File: src/rtl/psk_pkg.sv
// Shared types and constants for the PSK modulator: FSM state encoding and payload byte width.
package psk_pkg;

  localparam int BYTE_W = 8;

  typedef enum logic {
    PSK_IDLE  = 1'b0,
    PSK_SHIFT = 1'b1
  } psk_state_e;

endpackage

File: src/rtl/psk_modulator_if.sv
// Byte handshake between a payload source (master) and the PSK modulator (slave).
interface psk_modulator_if;
  import psk_pkg::*;

  logic [BYTE_W-1:0] byte_data;
  logic              byte_valid;
  logic              byte_ready;

  modport master (output byte_data, output byte_valid, input  byte_ready);
  modport slave  (input  byte_data, input  byte_valid, output byte_ready);

endinterface

File: src/rtl/psk_negate_sat.sv
// Per-channel polarity mux: passes the sample or returns its saturating two's-complement negation.
module psk_negate_sat #(
  parameter int DATA_W = 12
) (
  input  logic [DATA_W-1:0] din,
  input  logic              pass,
  output logic [DATA_W-1:0] dout
);

  localparam logic [DATA_W-1:0] MIN_V = {1'b1, {(DATA_W-1){1'b0}}};
  localparam logic [DATA_W-1:0] MAX_V = {1'b0, {(DATA_W-1){1'b1}}};

  always_comb begin
    if (pass) begin
      dout = din;
    end else if (din == MIN_V) begin
      // The most-negative value has no positive counterpart, so clamp it.
      dout = MAX_V;
    end else begin
      dout = (~din) + DATA_W'(1);
    end
  end

endmodule

File: src/rtl/psk_modulator.sv
// BPSK modulator: shifts bytes out MSB first and flips NUM_CH carriers by the current bit.
// Define PSK_DIFF_ENC_EN to build the differential (DBPSK) variant with a polarity register.
module psk_modulator
  import psk_pkg::*;
#(
  parameter int DATA_W = 12,
  parameter int NUM_CH = 4,
  parameter int DIV_W  = 16
) (
  input  logic                     clk,
  input  logic                     reset_n,
  input  logic [NUM_CH*DATA_W-1:0] carrier_in,
  input  logic [DIV_W-1:0]         sym_div,
  psk_modulator_if.slave           byte_if,
  output logic [NUM_CH*DATA_W-1:0] mod_out,
  output logic                     mod_active,
  output logic                     sym_tick,
  output logic                     underrun
);

  psk_state_e               state_q, state_d;
  logic [DIV_W-1:0]         sym_cnt_q, sym_cnt_d;
  logic [2:0]               bit_idx_q, bit_idx_d;
  logic [BYTE_W-1:0]        shreg_q, shreg_d;
  logic [NUM_CH*DATA_W-1:0] mod_out_q, mod_out_d;
  logic                     mod_active_q, mod_active_d;
  logic                     sym_tick_q, sym_tick_d;
  logic                     underrun_q, underrun_d;

  logic                     tick, last_bit, byte_ready, do_load, do_shift;
  logic                     polarity;
  logic [NUM_CH*DATA_W-1:0] chan_val;

  // sym_div is compared with >= so a live shrink below sym_cnt still closes the symbol.
  assign tick       = (state_q == PSK_SHIFT) && (sym_cnt_q >= sym_div);
  assign last_bit   = tick && (bit_idx_q == 3'd0);
  assign byte_ready = (state_q == PSK_IDLE) || last_bit;
  assign do_load    = byte_if.byte_valid && byte_ready;
  assign do_shift   = tick && (bit_idx_q != 3'd0);

  assign byte_if.byte_ready = byte_ready;

`ifdef PSK_DIFF_ENC_EN
  logic pol_q, pol_d;

  // Toggle whenever a 1 becomes the current bit; the register survives IDLE.
  always_comb begin
    pol_d = pol_q;
    if (do_load) begin
      if (byte_if.byte_data[BYTE_W-1]) pol_d = ~pol_q;
    end else if (do_shift) begin
      if (shreg_q[BYTE_W-2]) pol_d = ~pol_q;
    end
  end

  always_ff @(posedge clk or negedge reset_n) begin
    if (!reset_n) pol_q <= 1'b1;
    else          pol_q <= pol_d;
  end

  assign polarity = pol_q;
`else
  assign polarity = shreg_q[BYTE_W-1];
`endif

  for (genvar k = 0; k < NUM_CH; k++) begin : g_ch
    psk_negate_sat #(.DATA_W(DATA_W)) u_neg (
      .din  (carrier_in[k*DATA_W +: DATA_W]),
      .pass (polarity),
      .dout (chan_val[k*DATA_W +: DATA_W])
    );
  end

  always_comb begin
    // NOTE: every signal driven here gets a default first, so no path can infer a latch.
    state_d      = state_q;
    sym_cnt_d    = sym_cnt_q;
    bit_idx_d    = bit_idx_q;
    shreg_d      = shreg_q;

    if (state_q == PSK_SHIFT) begin
      sym_cnt_d = tick ? '0 : sym_cnt_q + DIV_W'(1);
    end
    if (do_shift) begin
      shreg_d   = {shreg_q[BYTE_W-2:0], 1'b0};
      bit_idx_d = bit_idx_q - 3'd1;
    end
    if (do_load) begin
      shreg_d   = byte_if.byte_data;
      bit_idx_d = 3'(BYTE_W-1);
      sym_cnt_d = '0;
      state_d   = PSK_SHIFT;
    end else if (last_bit) begin
      state_d   = PSK_IDLE;
    end

    mod_out_d    = (state_q == PSK_SHIFT) ? chan_val : '0;
    mod_active_d = (state_q == PSK_SHIFT);
    sym_tick_d   = tick;
    underrun_d   = last_bit && !do_load;
  end

  always_ff @(posedge clk or negedge reset_n) begin
    // NOTE: sequential state uses non-blocking assignments so every flop samples pre-edge values.
    if (!reset_n) begin
      state_q      <= PSK_IDLE;
      sym_cnt_q    <= '0;
      bit_idx_q    <= '0;
      shreg_q      <= '0;
      mod_out_q    <= '0;
      mod_active_q <= 1'b0;
      sym_tick_q   <= 1'b0;
      underrun_q   <= 1'b0;
    end else begin
      state_q      <= state_d;
      sym_cnt_q    <= sym_cnt_d;
      bit_idx_q    <= bit_idx_d;
      shreg_q      <= shreg_d;
      mod_out_q    <= mod_out_d;
      mod_active_q <= mod_active_d;
      sym_tick_q   <= sym_tick_d;
      underrun_q   <= underrun_d;
    end
  end

  assign mod_out    = mod_out_q;
  assign mod_active = mod_active_q;
  assign sym_tick   = sym_tick_q;
  assign underrun   = underrun_q;

endmodule

File: src/flat_wrapper.sv
// flat-port wrapper written by rule: the top's interface ports become plain ports
module psk_modulator_flat import psk_pkg::*;
#(
  parameter int DATA_W = 12,
  parameter int NUM_CH = 4,
  parameter int DIV_W  = 16
)
  (clk, reset_n, carrier_in, sym_div, mod_out, mod_active, sym_tick, underrun, byte_if_byte_data, byte_if_byte_valid, byte_if_byte_ready);
  psk_modulator_if byte_if_i ();
  input  logic clk;
  input  logic reset_n;
  input  logic [NUM_CH*DATA_W-1:0] carrier_in;
  input  logic [DIV_W-1:0] sym_div;
  output logic [NUM_CH*DATA_W-1:0] mod_out;
  output logic mod_active;
  output logic sym_tick;
  output logic underrun;
  input wire logic [$bits(byte_if_i.byte_data)-1:0] byte_if_byte_data;
  input wire logic [$bits(byte_if_i.byte_valid)-1:0] byte_if_byte_valid;
  output wire logic [$bits(byte_if_i.byte_ready)-1:0] byte_if_byte_ready;
  assign byte_if_i.byte_data = byte_if_byte_data;
  assign byte_if_i.byte_valid = byte_if_byte_valid;
  assign byte_if_byte_ready = byte_if_i.byte_ready;
  psk_modulator #(.DATA_W(DATA_W), .NUM_CH(NUM_CH), .DIV_W(DIV_W)) u_core (.clk(clk), .reset_n(reset_n), .carrier_in(carrier_in), .sym_div(sym_div), .byte_if(byte_if_i), .mod_out(mod_out), .mod_active(mod_active), .sym_tick(sym_tick), .underrun(underrun));
endmodule
File: config.mk
export PLATFORM = sky130hd
export DESIGN_NAME = psk_modulator_flat
export DESIGN_NICKNAME = d
export VERILOG_FILES = /design/src/rtl/psk_pkg.sv /design/src/rtl/psk_modulator_if.sv /design/src/rtl/psk_negate_sat.sv /design/src/rtl/psk_modulator.sv /design/src/flat_wrapper.sv
export SDC_FILE = /design/constraint.sdc
export NUM_CORES = 1
export LEC_CHECK = 0
export CAP_MARGIN = 10
export CELL_PAD_IN_SITES_DETAIL_PLACEMENT = 2
export CELL_PAD_IN_SITES_GLOBAL_PLACEMENT = 2
export CORE_MARGIN = 1
export CORE_UTILIZATION = 26
export DETAILED_ROUTE_END_ITERATION = 8
export MAX_ROUTING_LAYER = met4
export PLACE_DENSITY = 0.87
export REMOVE_ABC_BUFFERS = 1
export SYNTH_ARGS = -nofsm -noshare
export SYNTH_HDL_FRONTEND = slang
export SYNTH_SLANG_ARGS = --single-unit
File: constraint.sdc
create_clock -name clk -period 2.2 [get_ports clk]
set_clock_uncertainty 0.15 [all_clocks]
set_input_delay 0.22 -clock clk [delete_from_list [all_inputs] [get_ports clk]]
set_output_delay 0.22 -clock clk [all_outputs]
set_load 0.1 [all_outputs]
# == Word-level counts from Yosys, hierarchy flattened ==
# Index checks and enable logic that the tools add are counted.
# totals
reg_bits,79
latchBits,0
mem_bits_rw,0
mem_bits_ro,0
input_bits,75
output_inout_bits,52
word_cells,54
n_memories,0
# op_classes
n_addsub,6
n_mul,0
div_mod_pow,0
order_cmp,1
eq_ne,4
shift,0
muxes,18
bitwise,5
n_reduce_logical,12
# ops
op,n
$mux W12,8
$add A12 B1 Y12 const B,4
$eq A12 B12 Y1 const B,4
$mux W16,3
$mux W48,1
$not A12 Y12,4
$add A16 B1 Y16 const B,1
$ge A16 B16 Y1,1
$mux W8,2
$mux W3,2
$reduce_bool A2 Y1,3
$logic_and A1 B1 Y1,5
$logic_not A3 Y1,1
$reduce_bool A3 Y1,1
$sub A3 B1 Y3 const B,1
$mux W1,2
$logic_not A1 Y1,1
$logic_or A1 B1 Y1,1
$not A1 Y1,1

# == Longest topological paths before layout ==
# logic_depth
ltp_word,7
ltp_mapped,9
ltp_nobuf,7

# == Hierarchy ==
# A second synthesis with hierarchy kept.
# unflattened
cells_unflattened,560
hier_area_um2,4978.5
# by_module_without_submodules
mod,n_inst,cells_each,area_each_um2,seq_area_each_um2
psk_modulator,1,344,3592.2,1976.9
psk_negate_sat,4,54,346.6,0.0

# == Least setup slack after synthesis ==
# OpenSTA, ideal clock, no wires.
# synth_path
path_kind,register to output
from,register u_core.sym_cnt_q[13]
to,output port byte_if_byte_ready
t_arrival_ns,3.812
required_time_ns,1.830
path_slack_ns,-1.982
path_stages_with_launch,8
path_buffers,1
path_cell_list,dfrtp_1 ha_1 nand4_1 nor3_2 o311ai_2 and3_1 clkbuf_1 o21ai_0
# synth_via
elab_chain_cells,4
# synth_lines
item,line,source
start: declaration,psk_modulator.sv:22,"logic [DIV_W-1:0] sym_cnt_q, sym_cnt_d;"
start signal: assignment,psk_modulator.sv:116,sym_cnt_q <= sym_cnt_d;
$ge A16 B16 Y1,psk_modulator.sv:35,assign tick = (state_q == PSK_SHIFT) && (sym_cnt_q >= sym_div);
$logic_and A1 B1 Y1,psk_modulator.sv:35,
$logic_and A1 B1 Y1,psk_modulator.sv:36,assign last_bit = tick && (bit_idx_q == 3'd0);
$logic_or A1 B1 Y1,psk_modulator.sv:37,assign byte_ready = (state_q == PSK_IDLE) || last_bit;
end: declaration,flat_wrapper.sv:20,output wire logic [$bits(byte_if_i.byte_ready)-1:0] byte_if_byte_ready;
# No other way between the ends.

# == Final worst setup path ==
# layout_path
from,register u_core.sym_cnt_q[1]
to,output port byte_if_byte_ready
# The elaborated chain is that of the path after synthesis.

==> impl_metrics.yaml <==
outcome:
  status: "finished with violations"
  violations: "negative setup slack"
clock_tree:
  clk_path_buf_depth: 2
  clk_pin_slew_ns: 0.07
  cts.sinks: 79
  root_buffer: "clkbuf_16"
  h-tree-depth: 3
  cts_tree: "done"
  numCtsBuffers: 9
  clock_latency_ns: 0.36
route:
  drc_errors: 0
  dr.pass1.iters: 4
  drt_wl_total_mm: 21.4
  vias: 5183
  vias_per_cell: 5.32
  routedWlPerCell_um: 21.9
  drt-initial-drc-count: 198
  antenna_left: 0
flow_run:
  max-cap-violations: 0
placed_design:
  dp_hpwl_mm: 13.9
  dp_cells: 934
  routabilityCongestion: 0.808
  io_buffers: 126
pwr:
  switching_share: 0.522
  cellPowerDensity_mw_per_mm2: 1360
  clockPowerShare: 0.175
  p_int_mw: 4.90
  power_frac_comb: 0.591
  leakagePower_nw: 3.30
  pwr-share-seq: 0.233
  ir_worst_vdd_v: 0.000955
  p_sw_mw: 5.35
  total_power_mw: 10.2
timing:
  period_share: 1.25
  tightest_slew_ns: 1.13
  setup_viol: 31
  final-hold-violation-count: 0
  slew_headroom: 0.242
  drv_slew: 0
  final.setup.worst_slack_ns: -0.542
  min_period_ns: 2.74
  holdWs_ns: 0.261
  tns_ns: -10.47
  rsz0062_at_grt: "true"
  fmax_mhz: 365
logic_synthesis:
  synth-main-ff-cell: "dfrtp_1"
  yosysTopAreaCellShare: 0.415
  yosys.area_share.simple: 0.196
  ys_top_cells_by_count: "dfrtp_1 (79), a21oi_1 (68), nor2_1 (51), inv_1 (40), nand2_1 (36)"
  ys_seq_elements: 79
  yosys_warnings: 0
  synth-compound-area-share: 0.198
  synth_top_family_by_area: "compound AO/OA/AOI/OAI gates"
  async_reset_ff_frac: 1.00
  synth_fa_ha_area_frac: 0.0605
  ys_types: 52
  synth_top_cell_by_area: "dfrtp_1"
  ys_top_cells_by_area: "dfrtp_1 (42%), a21oi_1 (7.2%), ha_1 (6.0%), xnor2_1 (5.7%), nor2_1 (4.0%)"
  synth.avg_cell_area_um2: 8.75
  synth_mux_area_frac: 0.0105
  synth_xor_area_frac: 0.0626
  yosysMostFrequentCell: "dfrtp_1"
  synth-seq-area-share: 0.415
  syn-cell-area_mm2: 0.00476
  synth-edff-count: 0
  synthCells: 544
hold_path:
  hold_class: "in -> async"
setup_path:
  required_ns: 1.83
  crit_path_start_kind: "flip-flop"
  crit_type: "reg -> out"
  worst_setup_path_end_kind: "output pin"
  worstPathArrival_ns: 2.37
  critPathMaxFanout: 2
floorplanning:
  die_h_um: 137
  core-area_mm2: 0.0180
  num_io_pins: 127
  die_x_um: 137
  rows: 49
  start_util: 0.265
  dieArea_mm2: 0.0189
cells_and_area:
  drive_gt1_frac: 0.296
  fin_nets: 839
  areaGrowthSynthToFinish_pct: 58.4
  fin_cells: 975
  antenna_cells: 0
  n_fill_cell: 1908
  final_util: 0.420
global_routing:
  grt_start_max_net_pins: 50
  grt_usage: 0.220
  antenna_found_initial: 0
  grt.overflow.total: 0
  grt_pass1_wl_mm: 30.6
  grt_pass1_vias: 5751
-- through the flow --
stage	cell area [um^2]	setup WS (ns)
floorplan	4640	-2.33
global placement	6560	-0.830
global route	7540	-0.587
detailed placement	6560	-0.861
finish	7540	-0.542
CTS	7160	-0.456
-- per-layer routing --
layer | wire (um) | part of all wire | global-route usage
met5 | 0 | 0 | -
met4 | 487 | 0.023 | 0.0794
met2 | 11400 | 0.54 | 0.395
met3 | 1220 | 0.057 | 0.0522
met1 | 8210 | 0.38 | 0.234
-- cells by family (layout without fill, tap and decap cells) --
group / count (synthesis) / after routing
adders and majority gates: 23 / 23
muxes: 5 / 5
xor gates and xnor gates: 34 / 34
and+or+nand+nor: 182 / 182
DFF: 79 / 79
AOI/OAI and AO/OA: 149 / 149
buffers and inverters: 72 / 274
-- sequential cells by signal (all words and copies together), names as in the netlist --
| register | count |
|---|---|
| u_core.mod_active_d | 1 |
| u_core.mod_out | 48 |
| u_core.sym_tick | 1 |
| u_core.mod_active | 1 |
| u_core.shreg_q | 8 |
| u_core.underrun | 1 |
| u_core.sym_cnt_q | 16 |
| u_core.bit_idx_q | 3 |
-- final timing paths --
check | startpoint | slack [ns] | cells past startpoint | endpoint
worst max-delay path | u_core.sym_cnt_q[1] | -0.54 | 8 | byte_if_byte_ready
worst min-delay path | reset_n | 0.26 | 2 | u_core.mod_out[22]
worst max register to register | u_core.sym_cnt_q[1] | -0.49 | 12 | u_core.shreg_q[2]
worst min register to register | u_core.bit_idx_q[1] | 0.41 | 1 | u_core.bit_idx_q[1]
max in group asynchronous | reset_n | 0.90 | 3 | u_core.mod_out[26]
min in group clk | carrier_in[12] | 0.34 | 3 | u_core.mod_out[12]
-- cell type report --
cell class	count	area, um^2	share of cell area
multi-input combinational	393	2840	0.377
sequential	79	1980	0.263
timing repair buffer	217	1930	0.257
tap	229	287	0.0380
clock buffer	9	225	0.0299
inverter	41	154	0.0204
clock inverter	7	121	0.0161
-- power by group through the flow --
| stage | combinational [mW] | clock [mW] | sequential (mW) |
|---|---|---|---|
| after global routing | 6.34 | 1.86 | 2.45 |
| final | 6.06 | 1.80 | 2.39 |
| after global placement | 5.40 | 0 | 2.34 |
| after floorplan | 1.36 | 0 | 5.00 |
| after detailed placement | 5.61 | 0 | 2.38 |
| after CTS | 5.80 | 1.82 | 2.39 |
-- critical path, stage by stage, from the launching register on --
cell and delay, ns:
dfrtp_2 0.46, ha_4 0.27, buf_6 0.12, a31oi_4 0.18, nor2b_4 0.08, o311ai_4 0.36, and3_4 0.27, o21ai_4 0.07
buf_12 0.18
-- cell usage in the layout (no fill, tap or decap), types with 4 or more instances in the layout --
master and n:
a21oi_1 68, nand4_1 20, or4_4 9, mux2i_1 5
clkbuf_16 10, nor3_1 18, a31oi_1 12, xnor2_1 31
o221a_2 8, nand3_1 6, clkdlybuf4s50_1 73, o21ai_0 21
ha_4 5, nand3_2 7, dfrtp_1 77, or3_1 4
ha_1 18, o21ai_1 4, inv_1 40, buf_6 14
buf_4 122, nand2_1 35, nor2_1 51
-- repair_timing --
action / in CTS / in global routing
hold endpoints to repair: 40 / 0
hold buffers: 1 / 0
cloned: 0 / 2
setup endpoints to repair: 31 / 38
setup buffers: 7 / 18
pin swaps: 20 / 19
gates resized for setup: 32 / 56
Power figures use the tool's default switching activity.
